File: src/rtl/tuner_sweep_ctrl_pkg.sv
// Package shared by the tuner sweep controller files.
// - sweep_state_e : sweep FSM state encoding
// - MIN_PWR_FILL  : fill bit for the minimum-power tracker reset/start value
//                   (replicated to ADC_WIDTH, giving all-ones so any sample wins)
package tuner_ctrl_pkg;

    typedef enum logic [2:0] {
        IDLE    = 3'd0,
        SETTLE  = 3'd1,
        MEASURE = 3'd2,
        UPDATE  = 3'd3,
        DONE    = 3'd4
    } sweep_state_e;

    localparam logic MIN_PWR_FILL = 1'b1;

endpackage

File: src/rtl/tuner_sweep_ctrl_if.sv
// Power-detect handshake between the sweep controller and tuner_pwr_detect_phy.
// - pwr_detect_active  : controller is sweeping (SETTLE/MEASURE)
// - pwr_detect_refresh : one-cycle pulse when a new measurement window opens
// - pwr_detect_rdy     : controller accepts a sample this cycle
// - pwr_detect_val     : phy presents a sample
// - pwr_detect_data    : detected thru-port power
// master = controller side, slave = phy side.
interface tuner_sweep_ctrl_if #(
    parameter int ADC_WIDTH = 8
) ();
    logic                 pwr_detect_active;
    logic                 pwr_detect_refresh;
    logic                 pwr_detect_rdy;
    logic                 pwr_detect_val;
    logic [ADC_WIDTH-1:0] pwr_detect_data;

    modport master (
        output pwr_detect_active,
        output pwr_detect_refresh,
        output pwr_detect_rdy,
        input  pwr_detect_val,
        input  pwr_detect_data
    );

    modport slave (
        input  pwr_detect_active,
        input  pwr_detect_refresh,
        input  pwr_detect_rdy,
        output pwr_detect_val,
        output pwr_detect_data
    );
endinterface

File: src/rtl/tuner_sweep_ctrl_settle_timer.sv
// Loadable down-counter with a zero flag.
// - i_clk/i_rst_n : clock, asynchronous active-low reset
// - i_load        : load i_load_val (takes priority over counting)
// - i_en          : decrement by one while non-zero
// - o_zero        : counter has reached zero
module tuner_settle_timer #(
    parameter int W = 3
) (
    input  logic         i_clk,
    input  logic         i_rst_n,
    input  logic         i_load,
    input  logic [W-1:0] i_load_val,
    input  logic         i_en,
    output logic         o_zero
);
    logic [W-1:0] cnt_q;

    always_ff @(posedge i_clk or negedge i_rst_n) begin
        if (!i_rst_n) begin
            cnt_q <= '0;
        end else if (i_load) begin
            cnt_q <= i_load_val;
        end else if (i_en && (cnt_q != '0)) begin
            cnt_q <= cnt_q - 1'b1;
        end
    end

    assign o_zero = (cnt_q == '0);
endmodule

File: src/rtl/tuner_sweep_ctrl.sv
// Microring tuner wavelength sweep controller.
// Steps the DAC code from i_code_start by i_code_step (saturating), waits
// SETTLE_CYCLES after each code change, takes one power sample per step over
// the pd handshake, tracks the minimum (resonance dip) and parks the DAC there.
// Ports:
// - i_clk, i_rst_n              : clock, asynchronous active-low reset
// - i_start, i_abort            : begin sweep (when idle/done), stop to IDLE
// - i_code_start/step/num_steps : sweep config, sampled at start (0 step/num -> 1)
// - o_tune_code                 : DAC code
// - pd                          : power-detect handshake (master side)
// - o_busy, o_done              : sweeping, one-cycle done pulse
// - o_min_pwr, o_min_code       : sweep minimum and its code
module tuner_sweep_ctrl
    import tuner_ctrl_pkg::*;
#(
    parameter int ADC_WIDTH     = 8,
    parameter int DAC_WIDTH     = 8,
    parameter int SETTLE_CYCLES = 4
) (
    input  logic                 i_clk,
    input  logic                 i_rst_n,
    input  logic                 i_start,
    input  logic                 i_abort,
    input  logic [DAC_WIDTH-1:0] i_code_start,
    input  logic [DAC_WIDTH-1:0] i_code_step,
    input  logic [DAC_WIDTH-1:0] i_num_steps,
    output logic [DAC_WIDTH-1:0] o_tune_code,
    tuner_sweep_ctrl_if.master   pd,
    output logic                 o_busy,
    output logic                 o_done,
    output logic [ADC_WIDTH-1:0] o_min_pwr,
    output logic [DAC_WIDTH-1:0] o_min_code
);
    // Timer holds SETTLE_CYCLES-1 so SETTLE lasts exactly SETTLE_CYCLES cycles.
    localparam int TW = (SETTLE_CYCLES > 1) ? $clog2(SETTLE_CYCLES) : 1;
    localparam logic [TW-1:0] SETTLE_LOAD = TW'(SETTLE_CYCLES - 1);
    localparam logic [ADC_WIDTH-1:0] MIN_PWR_INIT = {ADC_WIDTH{MIN_PWR_FILL}};

    sweep_state_e         state_q, state_d;
    logic [DAC_WIDTH-1:0] code_q, code_d;
    logic [DAC_WIDTH-1:0] cnt_q, cnt_d;
    logic [DAC_WIDTH-1:0] step_q, step_d;
    logic [DAC_WIDTH-1:0] num_q, num_d;
    logic [ADC_WIDTH-1:0] min_pwr_q, min_pwr_d;
    logic [DAC_WIDTH-1:0] min_code_q, min_code_d;
    logic                 refresh_q, done_q;
    logic [DAC_WIDTH:0]   step_sum;
    logic                 timer_load, timer_zero, fire;

    tuner_settle_timer #(.W(TW)) u_settle_timer (
        .i_clk      (i_clk),
        .i_rst_n    (i_rst_n),
        .i_load     (timer_load),
        .i_load_val (SETTLE_LOAD),
        .i_en       (state_q == SETTLE),
        .o_zero     (timer_zero)
    );

    assign fire     = (state_q == MEASURE) && pd.pwr_detect_val;
    assign step_sum = {1'b0, code_q} + {1'b0, step_q};

    // Next-state and datapath
    always_comb begin
        state_d    = state_q;
        code_d     = code_q;
        cnt_d      = cnt_q;
        step_d     = step_q;
        num_d      = num_q;
        min_pwr_d  = min_pwr_q;
        min_code_d = min_code_q;
        timer_load = 1'b0;
        case (state_q)
            IDLE, DONE: begin
                if (i_start) begin
                    code_d     = i_code_start;
                    cnt_d      = '0;
                    step_d     = (i_code_step == '0) ? DAC_WIDTH'(1) : i_code_step;
                    num_d      = (i_num_steps == '0) ? DAC_WIDTH'(1) : i_num_steps;
                    min_pwr_d  = MIN_PWR_INIT;
                    min_code_d = i_code_start;
                    timer_load = 1'b1;
                    state_d    = SETTLE;
                end
            end
            SETTLE: begin
                if (timer_zero) state_d = MEASURE;
            end
            MEASURE: begin
                if (fire) begin
                    // Strict less-than: ties keep the earlier code.
                    if (pd.pwr_detect_data < min_pwr_q) begin
                        min_pwr_d  = pd.pwr_detect_data;
                        min_code_d = code_q;
                    end
                    cnt_d   = cnt_q + 1'b1;
                    state_d = UPDATE;
                end
            end
            UPDATE: begin
                if (cnt_q == num_q) begin
                    code_d  = min_code_q;
                    state_d = DONE;
                end else begin
                    code_d     = step_sum[DAC_WIDTH] ? '1 : step_sum[DAC_WIDTH-1:0];
                    timer_load = 1'b1;
                    state_d    = SETTLE;
                end
            end
            default: state_d = IDLE;
        endcase
        // Abort overrides everything, including a same-cycle start.
        if (i_abort) begin
            state_d    = IDLE;
            code_d     = code_q;
            cnt_d      = cnt_q;
            step_d     = step_q;
            num_d      = num_q;
            min_pwr_d  = min_pwr_q;
            min_code_d = min_code_q;
            timer_load = 1'b0;
        end
    end

    always_ff @(posedge i_clk or negedge i_rst_n) begin
        if (!i_rst_n) begin
            state_q    <= IDLE;
            code_q     <= '0;
            cnt_q      <= '0;
            step_q     <= '0;
            num_q      <= '0;
            min_pwr_q  <= MIN_PWR_INIT;
            min_code_q <= '0;
            refresh_q  <= 1'b0;
            done_q     <= 1'b0;
        end else begin
            state_q    <= state_d;
            code_q     <= code_d;
            cnt_q      <= cnt_d;
            step_q     <= step_d;
            num_q      <= num_d;
            min_pwr_q  <= min_pwr_d;
            min_code_q <= min_code_d;
            refresh_q  <= (state_d == MEASURE) && (state_q != MEASURE);
            done_q     <= (state_d == DONE) && (state_q != DONE);
        end
    end

    // Outputs
    always_comb begin
        pd.pwr_detect_rdy     = (state_q == MEASURE);
        pd.pwr_detect_active  = (state_q == SETTLE) || (state_q == MEASURE);
        pd.pwr_detect_refresh = refresh_q;
        o_busy                = (state_q != IDLE) && (state_q != DONE);
        o_done                = done_q;
        o_tune_code           = code_q;
        o_min_pwr             = min_pwr_q;
        o_min_code            = min_code_q;
    end
endmodule

File: src/flat_wrapper.sv
// flat-port wrapper written by rule: the top's interface ports become plain ports
module tuner_sweep_ctrl_flat import tuner_ctrl_pkg::*;
#(
    parameter int ADC_WIDTH     = 8,
    parameter int DAC_WIDTH     = 8,
    parameter int SETTLE_CYCLES = 4
)
  (i_clk, i_rst_n, i_start, i_abort, i_code_start, i_code_step, i_num_steps, o_tune_code, o_busy, o_done, o_min_pwr, o_min_code, pd_pwr_detect_active, pd_pwr_detect_refresh, pd_pwr_detect_rdy, pd_pwr_detect_val, pd_pwr_detect_data);
  tuner_sweep_ctrl_if #(.ADC_WIDTH(ADC_WIDTH)) pd_i ();
  input  logic i_clk;
  input  logic i_rst_n;
  input  logic i_start;
  input  logic i_abort;
  input  logic [DAC_WIDTH-1:0] i_code_start;
  input  logic [DAC_WIDTH-1:0] i_code_step;
  input  logic [DAC_WIDTH-1:0] i_num_steps;
  output logic [DAC_WIDTH-1:0] o_tune_code;
  output logic o_busy;
  output logic o_done;
  output logic [ADC_WIDTH-1:0] o_min_pwr;
  output logic [DAC_WIDTH-1:0] o_min_code;
  output wire logic [$bits(pd_i.pwr_detect_active)-1:0] pd_pwr_detect_active;
  output wire logic [$bits(pd_i.pwr_detect_refresh)-1:0] pd_pwr_detect_refresh;
  output wire logic [$bits(pd_i.pwr_detect_rdy)-1:0] pd_pwr_detect_rdy;
  input wire logic [$bits(pd_i.pwr_detect_val)-1:0] pd_pwr_detect_val;
  input wire logic [$bits(pd_i.pwr_detect_data)-1:0] pd_pwr_detect_data;
  assign pd_pwr_detect_active = pd_i.pwr_detect_active;
  assign pd_pwr_detect_refresh = pd_i.pwr_detect_refresh;
  assign pd_pwr_detect_rdy = pd_i.pwr_detect_rdy;
  assign pd_i.pwr_detect_val = pd_pwr_detect_val;
  assign pd_i.pwr_detect_data = pd_pwr_detect_data;
  tuner_sweep_ctrl #(.ADC_WIDTH(ADC_WIDTH), .DAC_WIDTH(DAC_WIDTH), .SETTLE_CYCLES(SETTLE_CYCLES)) u_core (.i_clk(i_clk), .i_rst_n(i_rst_n), .i_start(i_start), .i_abort(i_abort), .i_code_start(i_code_start), .i_code_step(i_code_step), .i_num_steps(i_num_steps), .o_tune_code(o_tune_code), .pd(pd_i), .o_busy(o_busy), .o_done(o_done), .o_min_pwr(o_min_pwr), .o_min_code(o_min_code));
endmodule
File: config.mk
export PLATFORM = sky130hd
export DESIGN_NAME = tuner_sweep_ctrl_flat
export DESIGN_NICKNAME = d
export VERILOG_FILES = /design/src/rtl/tuner_sweep_ctrl_pkg.sv /design/src/rtl/tuner_sweep_ctrl_if.sv /design/src/rtl/tuner_sweep_ctrl_settle_timer.sv /design/src/rtl/tuner_sweep_ctrl.sv /design/src/flat_wrapper.sv
export SDC_FILE = /design/constraint.sdc
export NUM_CORES = 1
export LEC_CHECK = 0
export CORE_MARGIN = 1
export CORE_UTILIZATION = 45
export CTS_BUF_LIST = sky130_fd_sc_hd__clkbuf_16
export DETAILED_ROUTE_END_ITERATION = 16
export DONT_BUFFER_PORTS = 1
export GPL_TIMING_DRIVEN = 1
export PLACE_DENSITY_LB_ADDON = 0.05
export SLEW_MARGIN = 20
export SYNTH_ARGS = -nofsm -noshare
export SYNTH_HDL_FRONTEND = slang
export SYNTH_SLANG_ARGS = --single-unit
File: constraint.sdc
create_clock -name i_clk -period 3.1 [get_ports i_clk]
set_clock_uncertainty 0.1 [all_clocks]
set_input_delay 0.93 -clock i_clk [delete_from_list [all_inputs] [get_ports i_clk]]
set_output_delay 0.93 -clock i_clk [all_outputs]
set_load 0.02 [all_outputs]
# == After elaboration in Yosys (flattened, before gate mapping) ==
# Cells that the tools add are included.
# op_classes
n_bitwise,1
addsub,3
mux,28
n_reduce_logical,20
magnitude_cmp,1
n_eq_ne,12
# ops
operator,n
$mux W8,12
$pmux W8 S2,4
$logic_not A8 Y1,2
$mux W3,5
$pmux W3 S4,1
$add A8 B8 Y9,1
$eq A3 B2 Y1 const B,3
$add A8 B1 Y8 const B,1
$eq A8 B8 Y1,1
$lt A8 B8 Y1,1
$reduce_bool A2 Y1,4
$eq A3 B3 Y1 const B,2
$reduce_and A3 Y1,2
$logic_and A1 B1 Y1,5
$reduce_and A5 Y1,1
$mux W2,2
$ne A2 B1 Y1 const B,2
$reduce_and A4 Y1,1
$eq A3 B1 Y1 const B,1
$logic_not A3 Y1,1
$mux W1,3
$ne A3 B2 Y1 const B,1
$ne A3 B3 Y1 const B,1
$reduce_bool A3 Y1,1
7 further kinds,7
# word_totals
in_bits,37
register_bits,55
output_inout_bits,29

# == Depth between registers and ports, before layout ==
# logic_depth
depth_word,7
depth_mapped,8
depth_no_buf,7

# == Hierarchy ==
# Synthesis repeated with hierarchy kept, for this count alone.
# unflattened
hier_cells,314
area_unflattened_um2,3188.1
# modules_own_cells
mod,seq_area_each_um2,instances,area_each_um2,cells_each
tuner_sweep_ctrl,1336.3,1,3055.4,301
tuner_settle_timer,50.0,1,132.6,13

# == Worst setup path before layout ==
# OpenSTA, ideal clock, no wires.
# synth_path
path_type,input port to flip-flop
start,input port pd_pwr_detect_data[6]
end,"register u_core.min_code_q[6], in the netlist u_core.o_min_code[6]"
setup_time_ns,0.125
required_time_ns,2.875
path_stages,7
setup_slack_ns,0.557
arrival_time_ns,2.318
cell_sequence,ha_1 > a21o_1 > a21oi_1 > a21oi_1 > a21oi_4 > buf_6 > mux2_4
# synth_via
elab_chain_cells,3
# synth_rtl
element,line,text
start: declaration,flat_wrapper.sv:26,input wire logic [$bits(pd_i.pwr_detect_data)-1:0] pd_pwr_detect_data;
$lt A8 B8 Y1,tuner_sweep_ctrl.sv:91,if (pd.pwr_detect_data < min_pwr_q) begin
$ne A2 B1 Y1 (no source line),--,
$reduce_and A5 Y1 (no source line),--,
end signal: assignment,tuner_sweep_ctrl.sv:142,min_code_q <= min_code_d;
end: declaration,tuner_sweep_ctrl.sv:45,"logic [DAC_WIDTH-1:0] min_code_q, min_code_d;"
# No other way between the ends.
# A chain may end at the register's enable or synchronous reset.

# == Worst setup path after layout ==
# layout_path
start,register u_core.state_q[0]
end,output port pd_pwr_detect_rdy
# layout_via
elab_chain_cells,1
# layout_rtl
element,line,text
start: declaration,tuner_sweep_ctrl.sv:39,"sweep_state_e state_q, state_d;"
start signal: assignment,tuner_sweep_ctrl.sv:136,state_q <= state_d;
$eq A3 B2 Y1,tuner_sweep_ctrl.sv:150,pd.pwr_detect_rdy = (state_q == MEASURE);
end: declaration,flat_wrapper.sv:24,output wire logic [$bits(pd_i.pwr_detect_rdy)-1:0] pd_pwr_detect_rdy;
# No other way between the ends.

==> flow_summary.ini <==
[outcome]
status = finished, final reports clean

[finish]
drive_gt1_share_pct = 17.5
syn_to_final_growth_pct = 7.24
fin_nets = 368
n_antenna_cell = 0

[sta]
relSlewSlack_pct = 59.8
max_freq_ghz = 0.368
period_share_pct = 87.7
slew_viol_final = 0
tns_ps = 0
period_minus_slack_ps = 2720
finalHoldViolCount = 0
finalWorstSetupSlack_ps = 382
rsz0062_at_grt = no
setup_viol = 0
holdWs_ps = 231
worst_pin_slew_ps = 603

[floorplan]
dieHeight_microns = 87.2
core_area_sq_um = 6910
io_pins = 66
die_w_microns = 87.2
die-area_sq_um = 7600
initial_core_util_pct = 47.3
rows = 30

[setup_path]
critical_path_required_ps = 2070
worst_setup_path_end_kind = primary output
path_class = reg2out
cp-start-kind = flip-flop
slowest_stage = dfrtp_1
worstPathMaxFanout = 11
critPathMaxStageDelay_ps = 450
crit_chain = nand2b_1 > nor2_1 > buf_4
reg2reg_depth = 7
arrival_ps = 1690

[clocking]
cts_tree = built
cts_resized = 0
postCtsSetupBuffers = 0
cts.clk_slew.worst_paths_ps = 70
cts_sinks = 55
htreeDepth = 2
cts_buffers = 5
ctsHoldBuffers = 0
clk_latency_ps = 290
cts.path.max_buffers = 2
cts_root_buf = clkbuf_16

[power]
switching_share_pct = 37.4
pwr-share-seq_pct = 44.0
power_switching_uw = 957
pwr-share-comb_pct = 34.7
p_per_area_nw_per_um2 = 731
p_int_mw = 1.60
p_clk_share_pct = 21.2
leakage_nw = 1.53
peakVddDrop_uv = 332

[yosys]
yosysSeqAreaShare_pct = 42.5
yosysMostFrequentCell = dfrtp_1
synth_area_leaders = dfrtp_1 (36%), mux2_2 (10%), ha_1 (6.5%), dfstp_2 (6.4%), mux2i_1 (4.0%)
ys_types = 52
ys_top_cells_by_count = dfrtp_1 (47), mux2_2 (29), nor2_1 (21), ha_1 (17)
synth_top_area_cell = dfrtp_1
yosysWarnings = 0
synth_top_area_share_pct = 36.0
syn_nets = 368
synth-main-ff-cell = dfrtp_1
syn_inst = 313
synth-seq-cells = 55
async_flop_share_pct = 100
synth_area_sq_um = 3270
synth-edff-count = 0
synth.avg_cell_area_sq_um = 10.4

[route]
drc = 0
wl_met1_microns = 3530
met2_length_microns = 3090
vias = 2338
wl_met3_microns = 525
drt_iter0_markers = 53
wl_per_cell_microns = 17.5
viasPerCell = 5.70
routed.top_layer = met4
ant_nets = 0
dr.pass1.iters = 4
routed_wl_microns = 7190

[flow_run]
cap_violations = 0

[global_routing]
gr-usage-all-layers_pct = 20.5
globalRouteOverflowTotal = 0
grt_max_degree = 56
grt_pass1_vias = 2373
grt_first_pass_wirelength_microns = 12000
grt_antenna_before_repair = 0

[place]
dp_slack_ps = 362
gp_congestion = 0.781
port-buffer-count = 0
hpwl_microns = 5220

[hold_path]
hold_class = in2async
final timing paths:
kind                                                         endpoint                                        from  slack [ps]
setup / recovery                                    pd_pwr_detect_rdy                 u_core.state_q[0]$_DFF_PN0_         380
hold / removal                                u_core.o_done$_DFF_PN0_                                     i_rst_n         230
setup reg to reg                    u_core.o_tune_code[7]$_DFFE_PN0P_           u_core.o_tune_code[0]$_DFFE_PN0P_         450
hold reg to reg            u_core.u_settle_timer.cnt_q[1]$_DFFE_PN0P_  u_core.u_settle_timer.cnt_q[1]$_DFFE_PN0P_         390
max in group asynchronous             u_core.o_min_pwr[6]$_DFFE_PN1P_                                     i_rst_n        2480
min in group i_clk         u_core.u_settle_timer.cnt_q[1]$_DFFE_PN0P_  u_core.u_settle_timer.cnt_q[1]$_DFFE_PN0P_         390
placed cells by master, fill, tap and decap left out, types with 4 or more instances in the layout:
cell	count
nor3_1	16
inv_1	14
nor4_1	4
clkbuf_16	5
a21o_1	5
xnor2_1	12
nand4_1	4
mux2i_1	13
dfrtp_1	47
a21oi_1	16
dfstp_2	8
o21ai_0	10
nand2_1	16
o211ai_1	5
nor2_1	21
nand2b_1	8
a211oi_1	5
o21a_1	5
nand3_1	9
mux2_2	29
ha_1	17
flip-flops by register name, indices dropped and copies added, names as in the netlist, 2 cells and up:
name                         flops
u_core.o_tune_code               8
u_core.o_min_code                8
u_core.u_settle_timer.cnt_q      2
u_core.o_min_pwr                 8
u_core.num_q                     8
u_core.cnt_q                     8
u_core.step_q                    8
u_core.state_q                   3
metal layers:
layer  vias up  GRT usage, %
met5         -             0
met4         0          4.92
met3         4          4.64
met2        70          30.1
met1      1124          30.6
li1       1140             -
worst max-delay path, delay by kind of cell, from the launching register on:
kind	cells	cell delay, ps
AND/OR/NAND/NOR	2	640
flip-flops	1	450
buffers and inverters	1	300
through the flow:
step	std cells	area [sq um]	power (mW)	utilization (%)
3_3_place_gp	402	3360	2.01	48.7
4_1_cts	410	3500	2.58	50.7
5_1_grt	410	3500	2.74	50.7
6_report	410	3500	2.56	50.7
2_1_floorplan	313	3270	1.82	-
3_5_place_dp	402	3360	2.02	48.7
final cells by class:
class | count | area [sq um]
fillers | 670 | 3400
multi-input cells | 236 | 1790
flip-flops and latches | 55 | 1390
clock buffers | 5 | 125
well taps | 96 | 120
inverters | 12 | 45.0
repair buffers | 3 | 22.5
clock inverters | 3 | 15.0
power by group through the flow:
stage	Sequential (mW)	Combinational (mW)	Clock, mW
2_1_floorplan	1.08	0.739	0
6_report	1.13	0.889	0.543
4_1_cts	1.13	0.888	0.564
5_1_grt	1.15	0.998	0.588
3_5_place_dp	1.14	0.883	0
3_3_place_gp	1.14	0.870	0
cells by family after synthesis:
family / synth area share [%]
AND/OR/NAND/NOR: 15.9
AO/OA/AOI/OAI: 12.8
flip-flops: 42.5
multiplexers: 14.9
buffers and inverters: 2.80
adder cells (fa/ha/maj): 7.13
XOR/XNOR: 4.02
Power figures use the tool's default switching activity.
==> RTL edit: new RTL, config.mk and constraints unchanged <==
`DAC_WIDTH` is set to 8 in 2 places; all go to 10.
--- a/src/rtl/tuner_sweep_ctrl.sv
+++ b/src/rtl/tuner_sweep_ctrl.sv
@@ -15,5 +15,5 @@
 #(
     parameter int ADC_WIDTH     = 8,
-    parameter int DAC_WIDTH     = 8,
+    parameter int DAC_WIDTH     = 10,
     parameter int SETTLE_CYCLES = 4
 ) (
--- a/src/flat_wrapper.sv
+++ b/src/flat_wrapper.sv
@@ -3,5 +3,5 @@
 #(
     parameter int ADC_WIDTH     = 8,
-    parameter int DAC_WIDTH     = 8,
+    parameter int DAC_WIDTH     = 10,
     parameter int SETTLE_CYCLES = 4
 )
Interface: changed (5 resized); port bits go from 66 to 76. No check against the original RTL was run, so the function may have changed too.
==> RTL edit against the original RTL <==
  * Global-route usage rose by 1.0 points
  * First-iteration DRC count rose by 150%
  * Wire length rose by 20%
  * Sequential cell count rose by 10
  * Largest cell class unchanged
  * Critical endpoint unchanged
  * Total power rose by 24%
  * Synthesized area rose by 14%
  * Design area rose by 17%
  * Worst setup slack got worse by 0.070 ns
  * Highest routed layer unchanged
  * Clock power rose by 63%
==> RTL edit: results (changes against the original RTL) <==
GPL Wtd Cong=0.822 (+5.3%); syn nets=458 (+24%); Synth cell types=50 (-3.8%); FILL cells=739 (+10%); placed insts=489 (+22%); Slew Limit Headroom=57.7% (-2.2 points); H-Tree Level Count=3 (+1); Synth Area in XOR/XNOR=4.71% (+0.69 points); Synth Area in Adders=6.93% (-0.20 points); number of global-route vias before repair=2741 (+16%); Post-synth top cells=dfrtp_1, nor2_1, nand2_1; Synth Area in Compound Gates=15.5% (+2.7 points); mean routed wirelength per cell=17.1 µm (-2.7%); post-DP HPWL=6.14 mm (+18%); initial drt markers=131 (+150%); layout cells sized above 1=14.1% (-3.4 points); Mapped Avg Cell Area=9.41 µm² (-9.8%); P_leak=1.79 nW (+18%); mux share of post-synthesis cell area=5.99% (-8.9 points); Skew-Pair Late Insertion Delay=0.33 ns (+0.04 ns); Total Routing Usage GR=21.5% (+1.0 points); Routed WL=8.62 mm (+20%); crit path DAT=1.76 ns (+0.07 ns); via count=2863 (+22%); outcome=complete, no violations; crit-path max FO=20 (+9); post-synthesis sequential area ratio=44.0% (+1.6 points); top cells by area, synth=dfrtp_1, ha_1, dfstp_2; pin count of the biggest net entering global routing=66 (+18%); switching power of the nets=1.17 mW (+22%)
[RTL edit: changes by cell type in the layout (fill, tap and decap cells not counted), moves of 6 or more]
cell / unedited run / this run
a21oi_1: 16 / 23
a31oi_1: 1 / 17
a41oi_1: 0 / 6
buf_4: 3 / 10
dfrtp_1: 47 / 57
mux2_2: 29 / 18
mux2i_1: 13 / 2
nand2_1: 16 / 38
nor2_1: 21 / 51
nor3_1: 16 / 6
o21ai_0: 10 / 22
[RTL edit: kinds of logic after synthesis]
kind of cell | Yosys count
AO/OA/AOI/OAI | 90
flip-flops | 65
multiplexers | 20
adder cells (fa/ha/maj) | 20
buffers and inverters | 31
AND/OR/NAND/NOR | 149
XOR/XNOR | 20
[RTL edit: stage by stage]
step           instance area, µm²  setup WS [ns]
2_1_floorplan                3720          0.570
3_3_place_gp                 3840          0.407
3_5_place_dp                 3840          0.387
4_1_cts                      4100          0.298
5_1_grt                      4100          0.174
6_report                     4100          0.312
[RTL edit: final timing paths]
kind | cells after the start | slack (ns) | endpoint | startpoint
min in group i_clk | 2 | 0.39 | u_core.u_settle_timer.cnt_q[1] | u_core.u_settle_timer.cnt_q[1]
hold reg to reg | 2 | 0.39 | u_core.u_settle_timer.cnt_q[1] | u_core.u_settle_timer.cnt_q[1]
hold / removal | 0 | 0.20 | u_core.o_min_code[7] | i_rst_n
max in group asynchronous | 0 | 2.51 | u_core.o_min_pwr[2] | i_rst_n
setup / recovery | 3 | 0.31 | pd_pwr_detect_rdy | u_core.state_q[0]
setup reg to reg | 8 | 0.40 | u_core.o_tune_code[2] | u_core.o_tune_code[0]
[RTL edit: power by group through the flow]
stage | combinational (mW) | clock [mW] | sequential [mW]
after CTS | 0.987 | 0.912 | 1.31
after detailed placement | 0.983 | 0 | 1.32
after floorplan | 0.790 | 0 | 1.28
after global placement | 0.983 | 0 | 1.32
final | 0.987 | 0.884 | 1.31
after global routing | 1.12 | 0.946 | 1.34
[RTL edit: layout make-up]
class | instances | area [µm²] | share of cell area [%]
Clock inverter | 7 | 31.3 | 0.763
Tap cell | 102 | 128 | 3.11
Inverter | 13 | 48.8 | 1.19
Timing Repair Buffer | 10 | 75.1 | 1.83
Sequential cell | 65 | 1640 | 39.9
Multi-Input combinational cell | 299 | 1950 | 47.7
Clock buffer | 9 | 225 | 5.50
[RTL edit: per-layer routing]
| layer | share of wire (%) | track usage, % |
|---|---|---|
| met1 | 49 | 30.8 |
| met2 | 42 | 29.8 |
| met3 | 8.4 | 8.13 |
| met4 | 0.94 | 6.54 |
| met5 | 0 | 0 |
[RTL edit: worst max-delay path, stage by stage, from the launching register on]
cell	delay, ns
dfrtp_1	0.47
nand2b_1	0.21
or2_2	0.49
inv_1	0.25
